### src/rtl/sync_fifo_ctrl.sv
// sync_fifo_ctrl: single-clock FIFO controller with registered read port and occupancy flags.
// Optional sticky overflow/underflow outputs are enabled by defining SYNC_FIFO_ERR_FLAG_EN.
module sync_fifo_ctrl #(
    parameter int DATA_SIZE  = 8,
    parameter int ADDR_SIZE  = 4,
    parameter int AFULL_LVL  = (1 << ADDR_SIZE) - 2,
    parameter int AEMPTY_LVL = 2
) (
    input  logic                 clk,
    input  logic                 rst,
    input  logic                 flush,
    input  logic                 winc,
    input  logic [DATA_SIZE-1:0] wdata,
    input  logic                 rinc,
    output logic [DATA_SIZE-1:0] rdata,
    output logic                 rvalid,
    output logic                 wfull,
    output logic                 rempty,
    output logic                 afull,
    output logic                 aempty,
    output logic [ADDR_SIZE:0]   count
`ifdef SYNC_FIFO_ERR_FLAG_EN
    ,
    output logic                 overflow,
    output logic                 underflow
`endif
);
    localparam int DEPTH = 1 << ADDR_SIZE;
    localparam logic [ADDR_SIZE:0] FULL_CNT   = (ADDR_SIZE+1)'(DEPTH);
    localparam logic [ADDR_SIZE:0] AFULL_CNT  = (ADDR_SIZE+1)'(AFULL_LVL);
    localparam logic [ADDR_SIZE:0] AEMPTY_CNT = (ADDR_SIZE+1)'(AEMPTY_LVL);

    logic [DATA_SIZE-1:0] mem [DEPTH];
    logic [ADDR_SIZE-1:0] wptr;
    logic [ADDR_SIZE-1:0] rptr;
    logic                 wr_en;
    logic                 rd_en;

    // Accept decisions and status flags, all decoded from the registered count.
    always_comb begin
        wfull  = count == FULL_CNT;
        rempty = count == '0;
        afull  = count >= AFULL_CNT;
        aempty = count <= AEMPTY_CNT;
        wr_en  = winc && !wfull && !flush;
        rd_en  = rinc && !rempty && !flush;
    end

    // Storage array write port; contents survive reset and flush.
    always_ff @(posedge clk) begin
        if (wr_en)
            mem[wptr] <= wdata;
    end

    // Pointers and occupancy; pointers wrap naturally since DEPTH is a power of two.
    always_ff @(posedge clk or posedge rst) begin
        if (rst) begin
            wptr  <= '0;
            rptr  <= '0;
            count <= '0;
        end else if (flush) begin
            wptr  <= '0;
            rptr  <= '0;
            count <= '0;
        end else begin
            if (wr_en)
                wptr <= wptr + 1'b1;
            if (rd_en)
                rptr <= rptr + 1'b1;
            if (wr_en && !rd_en)
                count <= count + 1'b1;
            else if (rd_en && !wr_en)
                count <= count - 1'b1;
        end
    end

    // Registered read port; rdata holds its last word until the next accepted read.
    always_ff @(posedge clk or posedge rst) begin
        if (rst) begin
            rdata  <= '0;
            rvalid <= 1'b0;
        end else begin
            rvalid <= rd_en;
            if (rd_en)
                rdata <= mem[rptr];
        end
    end

`ifdef SYNC_FIFO_ERR_FLAG_EN
    // Sticky error flags: set on a dropped write or ignored read, cleared by flush.
    always_ff @(posedge clk or posedge rst) begin
        if (rst) begin
            overflow  <= 1'b0;
            underflow <= 1'b0;
        end else if (flush) begin
            overflow  <= 1'b0;
            underflow <= 1'b0;
        end else begin
            if (winc && wfull)
                overflow <= 1'b1;
            if (rinc && rempty)
                underflow <= 1'b1;
        end
    end
`endif
endmodule
### config.mk
export PLATFORM = sky130hd
export DESIGN_NAME = sync_fifo_ctrl
export DESIGN_NICKNAME = d
export VERILOG_FILES = /design/src/rtl/sync_fifo_ctrl.sv
export SDC_FILE = /design/constraint.sdc
export NUM_CORES = 1
export LEC_CHECK = 0
export ABC_CLOCK_PERIOD_IN_PS = 5500
export CAP_MARGIN = 40
export CORE_AREA = 5 5 95 163
export CTS_BUF_LIST = sky130_fd_sc_hd__clkbuf_8 sky130_fd_sc_hd__clkbuf_16
export DETAILED_ROUTE_END_ITERATION = 10
export DIE_AREA = 0 0 100 168
export PLACE_DENSITY = 0.6
export SKIP_CTS_REPAIR_TIMING = 1
export SLEW_MARGIN = 10
export SYNTH_ARGS = -nofsm -noshare
export SYNTH_HDL_FRONTEND = slang
export SYNTH_SLANG_ARGS = --single-unit
### constraint.sdc
create_clock -name clk -period 5.5 [get_ports clk]
set_input_delay 1.1 -clock clk [delete_from_list [all_inputs] [get_ports clk]]
set_output_delay 1.1 -clock clk [all_outputs]
set_load 0.05 [all_outputs]
Word-level counts from Yosys, hierarchy flattened
Memories as Yosys holds them, arrays and structs flattened. A register that Yosys moved wholly into a read port is not among the register bits.
Index checks and enable logic that the tools add are counted.
- RAM bits: 128
- word-level logic and storage cells: 36
- output and inout bits: 18
- memories: 1
- input bits: 13
- bits in registers: 14
- equality and inequality tests: 1
- reduce and logical (&&, ||, !) cells: 15
- multiplexer cells: 9
- order comparisons: 2
- add/subtract/negate cells: 4
- memories (memory ; words ; width ; rd ports ; clocked after memory_dff ; wr ports ; line ; text):
    mem ; 16 ; 8 ; 1 ; 1 ; 1 ; 33 ; logic [DATA_SIZE-1:0] mem [DEPTH];
- operators with widths (kind ; count):
    4-bit 2-to-1 mux ; 4
    5-bit 2-to-1 mux ; 3
    4-bit by 1-bit adder with 4-bit output, second input constant ; 2
    1-bit logical AND ; 6
    5-bit by 1-bit adder with 5-bit output, second input constant ; 1
    5-bit equality test, second input constant ; 1
    5-bit by 4-bit greater-or-equal comparator with 1-bit output, second input constant ; 1
    5-bit by 2-bit <= comparator with 1-bit output, second input constant ; 1
    1-bit zero test ; 5
    5-bit zero test ; 1
    5-bit by 1-bit subtractor with 5-bit output, second input constant ; 1
    2-bit nonzero test ; 2
    3-bit nonzero test ; 1
    1-bit 2-to-1 mux ; 2

Depth between registers and ports, before layout
Gate-level depths: netlist of the first run.
- depth after elaboration: 9
- depth in mapped cells: 9
- gate-level depth less buffers: 8

Worst setup path before layout of the first run
OpenSTA, ideal clock, no wires.
- kind: input to register
- start point: input port flush
- end point: register count[4]
- required time: 5.428 ns
- cell stages on the path: 8
- buffers on the path: 1
- data arrival time: 3.002 ns
- setup time: 0.072 ns
- slack: 2.426 ns
- cell sequence: inv_1 -> clkbuf_1 -> nand3_1 -> fa_1 -> a21o_1 -> a21o_1 -> or4b_1 -> nand4_1
- word-level cells in the longest chain between the ends: 6
- elaborated cells between the ends (all ways): 10
- classes of those cells: 2 x mux; 8 x reduce/logical
- ends and longest elaborated chain (what ; line ; text):
    from (decl) ; 11 ; input logic flush,
    1-bit zero test ; 45, 46 ;
    1-bit logical AND ; 46 ; rd_en = rinc && !rempty && !flush;
    1-bit zero test ; 70 ; if (wr_en && !rd_en)
    1-bit logical AND ; 70 ;
    5-bit 2-to-1 mux ; 70 ;
    5-bit 2-to-1 mux ; 61 ; end else if (flush) begin
    to (signal assigned) ; 71 ; count <= count + 1'b1;
    to (signal assigned) ; 73 ; count <= count - 1'b1;
    to (decl) ; 21 ; output logic [ADDR_SIZE:0] count
Several ways; a longest one is shown, not always the timed one.
A chain may end at the register's enable or synchronous reset.

Final worst setup path of the first run
Same ends and word-level chain as after synthesis.

==> reports/results.ini, run 1 <==
[floorplanning]
die_width_microns = 100
placementRows = 57
floorplan.io_pins = 31
starting_density_of_the_core_pct = 44.0
floorplan.die_area_sq_um = 16800
coreArea_sq_um = 13900
die_h_microns = 168

[global_routing]
globalRoute.totalOverflow = 0
grt_antenna_before_repair = 0
maximum_number_of_pins_on_one_net_before_global_route_repair = 35
globalRouteTotalUtil_pct = 16.7
grt_pass1_wl_microns = 20400
grt_pass1_vias = 3441

[power]
clockPowerShare_pct = 31.6
internal-power_mw = 2.30
leakagePower_nw = 2.49
p_switching_mw = 1.10
swShare_pct = 32.3
ir_drop_uv = 231
power_density_nw_per_um2 = 465
p_total_mw = 3.39
p_comb_share_pct = 28.0
power_frac_seq_pct = 40.5

[route]
ant_nets = 0
initialDrtViolationCount = 201
drt_pre_antenna_iters = 6
detail_route.drc_violations = 0
post_drt_wl_per_cell_microns = 22.7
via_per_inst = 5.52
postRouteWirelength_microns = 13100
via_count = 3179

[place]
dp.final_hpwl_microns = 8860
port_buffers = 30
gp_routability_congestion = 0.777
placed_cells_incl_taps = 544

[layout]
multi_input_comb_area_sq_um = 1630
instances_no_fill = 576
ff_latch_area_sq_um = 4400
antennaDiodeCount = 0
layout.filler_cells = 1123
layout.cells.most_common = sky130_fd_sc_hd__edfxtp_1
layout-drive-gt1-share_pct = 22.1
final_net_count = 409
area_growth_syn_to_fin_pct = 19.1
layout.cells.most_common_list = sky130_fd_sc_hd__edfxtp_1, sky130_fd_sc_hd__mux4_2, sky130_fd_sc_hd__clkdlybuf4s50_1, sky130_fd_sc_hd__nor2_1

[critical_path]
crit_path_kind = input pin to flip-flop
path_delay_family = buffers and inverters
r2r_cells = 8
cp_max_fo = 15
critPathMostFrequentCell = sky130_fd_sc_hd__a21o_1
critPathSlowestCell = sky130_fd_sc_hd__clkdlybuf4s50_1
critical_path_depth = 8
timing.critical_path.cells = clkdlybuf4s50_1 -> inv_1 -> nand3_1 -> fa_1 -> a21o_1 -> a21o_1 -> or4b_1 -> nand4_1
crit_required_ps = 5840
worstPathArrival_ps = 3910
endpoint_kind = flip-flop
critical_path.max_stage_delay_ps = 690
worst-path-buf-inv = 2
setup.worst_path.start_class = input pin

[sta]
clock-skew-final_ps = 5.41
final-setup-viol-count = 0
fin_tns_setup_ps = 0
achievable-frequency_mhz = 280
final.period_utilization_pct = 64.9
timing.final.max_slew_violations = 0
rsz0062_at_grt = no
hold_viol = 0
final.min_clock_period_ps = 3570
slew_headroom_pct = 43.4
max_slew.worst_pin.slew_ps = 848

[cts]
clkSlewWorstSetupHoldPaths_ps = 60
cts_sinks = 150
clk_latency_ps = 410
cts-root-to-sink-buffers = 2
cts_tree = built
cell_chosen_for_the_clock_root = sky130_fd_sc_hd__clkbuf_16
cts_made_buffers = 17
htree_levels = 4

[min_path]
timing.hold.worst.class = flip-flop to flip-flop
hold-path-cell-count = 2

[synthesis]
synthDistinctLibCells = 36
synth.cell_area_sq_um = 6120
seq_area_frac_synth_pct = 71.8
ys_warn_count = 0
asyncSetResetFlopFracSynth_pct = 14.7
count_of_state_elements_after_synthesis = 150
syn-instance-count = 333
synth_enable_flop_cells = 128
synth.net_count = 356
postSynthAreaPerCell_sq_um = 18.4
synth_top_flop_cell = sky130_fd_sc_hd__edfxtp_1

[job]
max_cap_violations = 0

[status]
outcome = complete, no violations

[worst paths after layout]
check / startpoint / slack (ps) / endpoint
worst max-delay path: flush / 1930 / count[4]$_DFFE_PP0P_
worst min-delay path: rdata[4]$_DFFE_PP0P_ / 500 / rdata[4]$_DFFE_PP0P_
worst max register to register: count[2]$_DFFE_PP0P_ / 2400 / count[4]$_DFFE_PP0P_
worst min register to register: rdata[4]$_DFFE_PP0P_ / 500 / rdata[4]$_DFFE_PP0P_
max in group asynchronous: rst / 4170 / rptr[1]$_DFFE_PP0P_
min in group asynchronous: rst / 940 / rptr[0]$_DFFE_PP0P_
[layout make-up]
type | count | area share [%]
clock buffer | 18 | 6.02
clock inverter | 14 | 1.54
tap | 177 | 3.04
multi-input combinational | 161 | 22.4
sequential | 150 | 60.3
inverter | 6 | 0.309
timing repair buffer | 50 | 6.45
[through the flow]
stage	setup slack [ps]	area (sq um)	hold slack, ps	util, %
floorplan	2430	6120	539	-
global placement	1580	6600	486	47.4
detailed placement	1480	6740	491	48.5
CTS	1920	7290	505	52.5
global route	1720	7290	548	52.5
finish	1930	7290	503	52.5
[per-layer routing]
layer  part of all wire (%)  wire length [microns]  track usage [%]  up-vias
met5                      0                      0                0        -
met4                    2.6                    337             6.92        0
met3                    3.4                    444             3.69       17
met2                     58                   7520             30.4       72
met1                     36                   4770             18.6     1661
li1                       -                      -                -     1429
[logic make-up (layout without fill, tap and decap cells)]
| group | after synthesis | in the layout | synth area share, % |
|---|---|---|---|
| AO/OA/AOI/OAI | 26 | 26 | 3.39 |
| AND/OR/NAND/NOR | 64 | 64 | 4.72 |
| adder cells (fa/ha/maj) | 10 | 10 | 2.17 |
| flip-flops | 150 | 150 | 71.8 |
| XOR/XNOR | 7 | 7 | 1.00 |
| multiplexers | 54 | 54 | 15.4 |
| buffers and inverters | 22 | 88 | 1.55 |
[cell usage after synthesis, drive strengths merged (2+ instances only)]
cell	n	share of area [%]
edfxtp	128	63
mux4	32	12
nor2	28	1.7
dfrtp	22	9.0
mux2i	21	3.4
nand2	18	1.1
clkbuf	10	0.63
ha	9	1.8
o221ai	8	1.1
buf	6	0.55
inv	6	0.37
xor2	6	0.86
a21oi	5	0.41
nand3	5	0.41
o211ai	4	0.57
o21ai	3	0.43
or3	3	0.31
a21o	2	0.25
and3	2	0.20
nand4	2	0.20
o2111ai	2	0.29
or2	2	0.20
[registers in the layout (all words and copies together), names as in the netlist]
| register | cells |
|---|---|
| count | 5 |
| mem | 128 |
| rdata | 8 |
| rptr | 4 |
| rvalid | 1 |
| wptr | 4 |
[power groups by stage]
stage | logic, mW | clock network, mW | registers, mW
2_1_floorplan | 0.530 | 0 | 1.53
3_3_place_gp | 0.940 | 0 | 1.39
3_5_place_dp | 0.964 | 0 | 1.40
4_1_cts | 0.966 | 1.09 | 1.38
5_1_grt | 1.02 | 1.14 | 1.39
6_report | 0.949 | 1.07 | 1.37
[tightest hold or removal path: stages, from the launching register on]
cell	delay, ps
sky130_fd_sc_hd__dfrtp_1	350
sky130_fd_sc_hd__nand2_1	50
sky130_fd_sc_hd__o221ai_1	60
Power figures use the tool's default switching activity.
==> run 2, diff against run 1 <==
--- a/config.mk
+++ b/config.mk
@@ -5,7 +5,7 @@
 export SDC_FILE = /design/constraint.sdc
 export NUM_CORES = 1
 export LEC_CHECK = 0
-export ABC_CLOCK_PERIOD_IN_PS = 5500
+export ABC_CLOCK_PERIOD_IN_PS = 3520
 export CAP_MARGIN = 40
 export CORE_AREA = 5 5 95 163
 export CTS_BUF_LIST = sky130_fd_sc_hd__clkbuf_8 sky130_fd_sc_hd__clkbuf_16
==> constraint.sdc (replaced) <==
create_clock -name clk -period 3.52 [get_ports clk]
set_input_delay 0.704 -clock clk [delete_from_list [all_inputs] [get_ports clk]]
set_output_delay 0.704 -clock clk [all_outputs]
set_load 0.05 [all_outputs]
==> run 2 against run 1 <==
Die area stayed put. Utilization is 0.80 points higher. Routed wire length down 1.8%. Critical path type is now flip-flop to primary output. First-iteration DRC count shrank 22%. Sequential power grew 58%. Critical endpoint is now wfull. Count of clock-buffer cells in the layout grew 1. Sequential cell count unchanged. Worst setup slack worse by 1500 ps. Register-to-register slack got worse by 2000 ps.
==> reports/results.ini, run 2 (same netlist as run 1, synthesis figures left out) <==
[route]
initialDrtViolationCount = 157
post_drt_wl_per_cell_microns = 22.0
via_per_inst = 5.49
ant_nets = 0
drt_pre_antenna_iters = 5
detail_route.drc_violations = 0
postRouteWirelength_microns = 12800
via_count = 3195

[global_routing]
globalRoute.totalOverflow = 0
grt_pass1_vias = 3552
globalRouteTotalUtil_pct = 16.7
grt_pass1_wl_microns = 20500
maximum_number_of_pins_on_one_net_before_global_route_repair = 23
grt_antenna_before_repair = 0

[critical_path]
worstPathArrival_ps = 2420
cp_max_fo = 7
crit_path_kind = flip-flop to primary output
r2r_setup_slack_ps = 450
crit_required_ps = 2820
endpoint_kind = primary output
setup.worst_path.start_class = flip-flop

[power]
p_comb_share_pct = 27.3
p_switching_mw = 1.73
ir_drop_uv = 348
p_total_mw = 5.44
power_density_nw_per_um2 = 735
clockPowerShare_pct = 33.0
internal-power_mw = 3.71
leakagePower_nw = 2.54
swShare_pct = 31.8
power_frac_seq_pct = 39.7

[layout]
layout_top_registers = mem x128, rdata x8, count x5
largest_reg_flops = 128
post-route-cell-area_sq_um = 7410
antennaDiodeCount = 0
area_growth_syn_to_fin_pct = 21.0
layout.cells.most_common_list = sky130_fd_sc_hd__edfxtp_1, sky130_fd_sc_hd__mux4_2, sky130_fd_sc_hd__clkdlybuf4s50_1, sky130_fd_sc_hd__nor2_1, sky130_fd_sc_hd__buf_4
final_net_count = 415
instances_no_fill = 582
regMostFlops = mem
layout.cells.most_common = sky130_fd_sc_hd__edfxtp_1
layout-drive-gt1-share_pct = 24.0
final_core_utilization_pct = 53.3

[sta]
clock-skew-final_ps = 6.72
postLayoutSetupSlackWorst_ps = 400
timing.final.max_slew_violations = 0
slew_headroom_pct = 46.0
final.min_clock_period_ps = 3120
worst_hold_slack_ps = 497
hold_viol = 0
rsz0062_at_grt = no
fin_tns_setup_ps = 0
achievable-frequency_mhz = 320
max_slew.worst_pin.slew_ps = 810
final-setup-viol-count = 0
final.period_utilization_pct = 88.6

[cts]
clkSlewWorstSetupHoldPaths_ps = 60
cts_made_buffers = 17
cts_tree = built
cell_chosen_for_the_clock_root = sky130_fd_sc_hd__clkbuf_16
htree_levels = 4
cts-root-to-sink-buffers = 2
clk_latency_ps = 410
cts_sinks = 150

[floorplanning]
floorplan.die_area_sq_um = 16800
die_h_microns = 168
placementRows = 57
die_width_microns = 100
coreArea_sq_um = 13900
starting_density_of_the_core_pct = 44.0
floorplan.io_pins = 31

[place]
port_buffers = 30
gp_routability_congestion = 0.863
placed_cells_incl_taps = 550
dp.final_hpwl_microns = 8470
detailedPlace.worstSlack_ps = 397
placed_area_sq_um = 6810

[min_path]
timing.hold.worst.class = input pin to asynchronous set/reset pin

[job]
max_cap_violations = 0

[status]
outcome = complete, no violations

[run 2: cell types whose count changed in the layout (fill, tap and decap cells not counted), sizes merged]
cell and change:
buf +6, clkinvlp -1, bufinv +1, clkinv -2, inv +1, clkbuf +1
[run 2: path summary, 6_finish.rpt]
kind,from,endpoint,depth (start not counted)
setup / recovery,count[0]$_DFFE_PP0P_,wfull,4
setup reg to reg,count[2]$_DFFE_PP0P_,count[4]$_DFFE_PP0P_,8
hold reg to reg,rdata[4]$_DFFE_PP0P_,rdata[4]$_DFFE_PP0P_,2
max in group asynchronous,rst,rptr[1]$_DFFE_PP0P_,3
hold / removal,rst,rdata[4]$_DFFE_PP0P_,2
min in group clk,rdata[4]$_DFFE_PP0P_,rdata[4]$_DFFE_PP0P_,2
[run 2: power groups by stage]
stage	sequential [mW]	combinational [mW]	clock, mW
after floorplan	2.39	0.828	0
after global placement	2.20	1.47	0
after global routing	2.19	1.58	1.92
final	2.16	1.48	1.80
after CTS	2.17	1.50	1.84
after detailed placement	2.20	1.50	0
[run 2: area by class of cell]
class                      count  area (sq um)
fill                        1136          6500
sequential                   150          4400
multi-input combinational    161          1630
timing repair buffer          56           536
clock buffer                  19           453
tap                          177           221
clock inverter                13           145
inverter                       6          22.5
[run 2: critical path, stage by stage, from the launching register on]
cell,delay (ps)
sky130_fd_sc_hd__dfrtp_1,370
sky130_fd_sc_hd__buf_4,160
sky130_fd_sc_hd__or4_4,570
sky130_fd_sc_hd__nor2_1,100
sky130_fd_sc_hd__clkdlybuf4s50_1,800
[run 2: per-layer routing]
| metal | vias up | share of wire [%] | track usage, % | routed length, microns |
|---|---|---|---|---|
| li1 | 1439 | - | - | - |
| met1 | 1653 | 37 | 19.0 | 4780 |
| met2 | 82 | 57 | 30.5 | 7280 |
| met3 | 21 | 3.9 | 3.23 | 506 |
| met4 | 0 | 2.0 | 6.33 | 260 |
| met5 | - | 0 | 0 | 0 |
==> run 3, diff against run 2 <==
--- a/config.mk
+++ b/config.mk
@@ -13,7 +13,6 @@
 export DIE_AREA = 0 0 100 168
 export PLACE_DENSITY = 0.6
 export SKIP_CTS_REPAIR_TIMING = 1
-export SLEW_MARGIN = 10
 export SYNTH_ARGS = -nofsm -noshare
 export SYNTH_HDL_FRONTEND = slang
 export SYNTH_SLANG_ARGS = --single-unit
==> run 3 against run 2 <==
Clock skew rose by 4.5 ps. Worst hold slack improved by 6.4 ps. Register-to-register slack barely moved. Sequential power barely moved. Non-clock buffer count did not move. Worst setup slack got worse by 4.1 ps. Largest power group unchanged. Highest routed layer unchanged.
==> reports/results.ini, run 3 (same netlist as run 1, synthesis figures left out) <==
[floorplanning]
die_width_microns = 100
floorplan.die_area_sq_um = 16800
starting_density_of_the_core_pct = 44.0
die_h_microns = 168
floorplan.io_pins = 31
placementRows = 57
coreArea_sq_um = 13900

[route]
detail_route.drc_violations = 0
drt_pre_antenna_iters = 4
post_drt_wl_per_cell_microns = 22.2
initialDrtViolationCount = 138
via_per_inst = 5.51
ant_nets = 0
postRouteWirelength_microns = 12900
via_count = 3208

[critical_path]
worstPathArrival_ps = 2420
r2r_cells = 8
timing.critical_path.cells = buf_4 -> or4_4 -> nor2_1 -> clkdlybuf4s50_1
setup.worst_path.start_class = flip-flop
crit_path_kind = flip-flop to primary output
crit_required_ps = 2820
cp_max_fo = 7
path_delay_family = buffers and inverters
critical_path_depth = 4
critPathSlowestCell = sky130_fd_sc_hd__clkdlybuf4s50_1
endpoint_kind = primary output
critical_path.max_stage_delay_ps = 800
worst-path-buf-inv = 2

[layout]
layout.filler_cells = 1122
multi_input_comb_area_sq_um = 1630
regMostFlops = mem
layout.cells.most_common = sky130_fd_sc_hd__edfxtp_1
layout.cells.most_common_list = sky130_fd_sc_hd__edfxtp_1, sky130_fd_sc_hd__mux4_2, sky130_fd_sc_hd__clkdlybuf4s50_1, sky130_fd_sc_hd__nor2_1, sky130_fd_sc_hd__buf_4
final_net_count = 415
final_core_utilization_pct = 53.4
ff_latch_area_sq_um = 4400
layout_top_registers = mem x128, rdata x8, count x5
largest_reg_flops = 128
area_growth_syn_to_fin_pct = 21.3
antennaDiodeCount = 0
post-route-cell-area_sq_um = 7430
layout-drive-gt1-share_pct = 23.5

[place]
gp_routability_congestion = 0.863
port_buffers = 30
dp.final_hpwl_microns = 8460
placed_area_sq_um = 6810

[power]
power_density_nw_per_um2 = 741
leakagePower_nw = 2.56
ir_drop_uv = 468
p_total_mw = 5.50

[sta]
final.period_utilization_pct = 88.8
hold_viol = 0
slew_headroom_pct = 47.5
achievable-frequency_mhz = 320
final-setup-viol-count = 0
rsz0062_at_grt = no
timing.final.max_slew_violations = 0
clock-skew-final_ps = 11.2
fin_tns_setup_ps = 0
max_slew.worst_pin.slew_ps = 786
final.min_clock_period_ps = 3120

[cts]
cts_tree = built
cts-root-to-sink-buffers = 2
cts_sinks = 150
clkSlewWorstSetupHoldPaths_ps = 60
cell_chosen_for_the_clock_root = sky130_fd_sc_hd__clkbuf_16
cts_made_buffers = 17
htree_levels = 4
clk_latency_ps = 420

[global_routing]
globalRouteTotalUtil_pct = 16.8
maximum_number_of_pins_on_one_net_before_global_route_repair = 23
grt_pass1_vias = 3533
grt_antenna_before_repair = 0
grt_pass1_wl_microns = 20600
globalRoute.totalOverflow = 0

[status]
outcome = complete, no violations

[job]
max_cap_violations = 0

[min_path]
hold-path-cell-count = 2
timing.hold.worst.class = flip-flop to flip-flop

==> run 3: final timing paths <==
check	start	endpoint	slack (ps)
min in group asynchronous	rst	rdata[6]$_DFFE_PP0P_	510
min	rdata[4]$_DFFE_PP0P_	rdata[4]$_DFFE_PP0P_	500
max reg2reg	count[2]$_DFFE_PP0P_	count[4]$_DFFE_PP0P_	450
max	count[0]$_DFFE_PP0P_	wfull	400
max in group asynchronous	rst	rptr[1]$_DFFE_PP0P_	2630
min reg2reg	rdata[4]$_DFFE_PP0P_	rdata[4]$_DFFE_PP0P_	500
==> run 3: worst register-to-register path, cell delays in order (launching register included) <==
cell and delay [ps]:
sky130_fd_sc_hd__dfrtp_1 450, sky130_fd_sc_hd__or3_1 530, sky130_fd_sc_hd__o21ai_4 330, sky130_fd_sc_hd__nand3_1 260, sky130_fd_sc_hd__fa_1 460, sky130_fd_sc_hd__a21o_1 210, sky130_fd_sc_hd__a21o_1 180, sky130_fd_sc_hd__or4b_1 470
sky130_fd_sc_hd__nand4_1 100
==> run 3: report_power, final <==
group	total, mW	switching [mW]	internal [mW]
registers	2.16	0.123	2.04
logic	1.48	0.896	0.584
clock network	1.86	0.688	1.17
==> run 3: area by class of cell <==
class	count	area share, %
clock buffer	20	6.28
clock inverter	12	2.07
inverter	6	0.303
multi-input combinational	161	22.0
sequential	150	59.2
tap	177	2.98
timing repair buffer	56	7.21
==> run 3: metal layers <==
layer	track usage [%]	vias to the layer above	part of all wire (%)	wire (microns)
met5	0	-	0	0
li1	-	1443	-	-
met4	7.10	0	2.8	358
met2	30.0	77	56	7250
met1	19.6	1666	37	4800
met3	3.19	22	3.9	507
==> run 3: per-stage QoR <==
step | hold WS, ps | instances | worst slack [ps]
2_1_floorplan | 539 | 333 | 467
3_3_place_gp | 483 | 548 | 427
3_5_place_dp | 484 | 550 | 390
4_1_cts | 493 | 582 | 371
5_1_grt | 522 | 582 | 308
6_report | 504 | 582 | 396
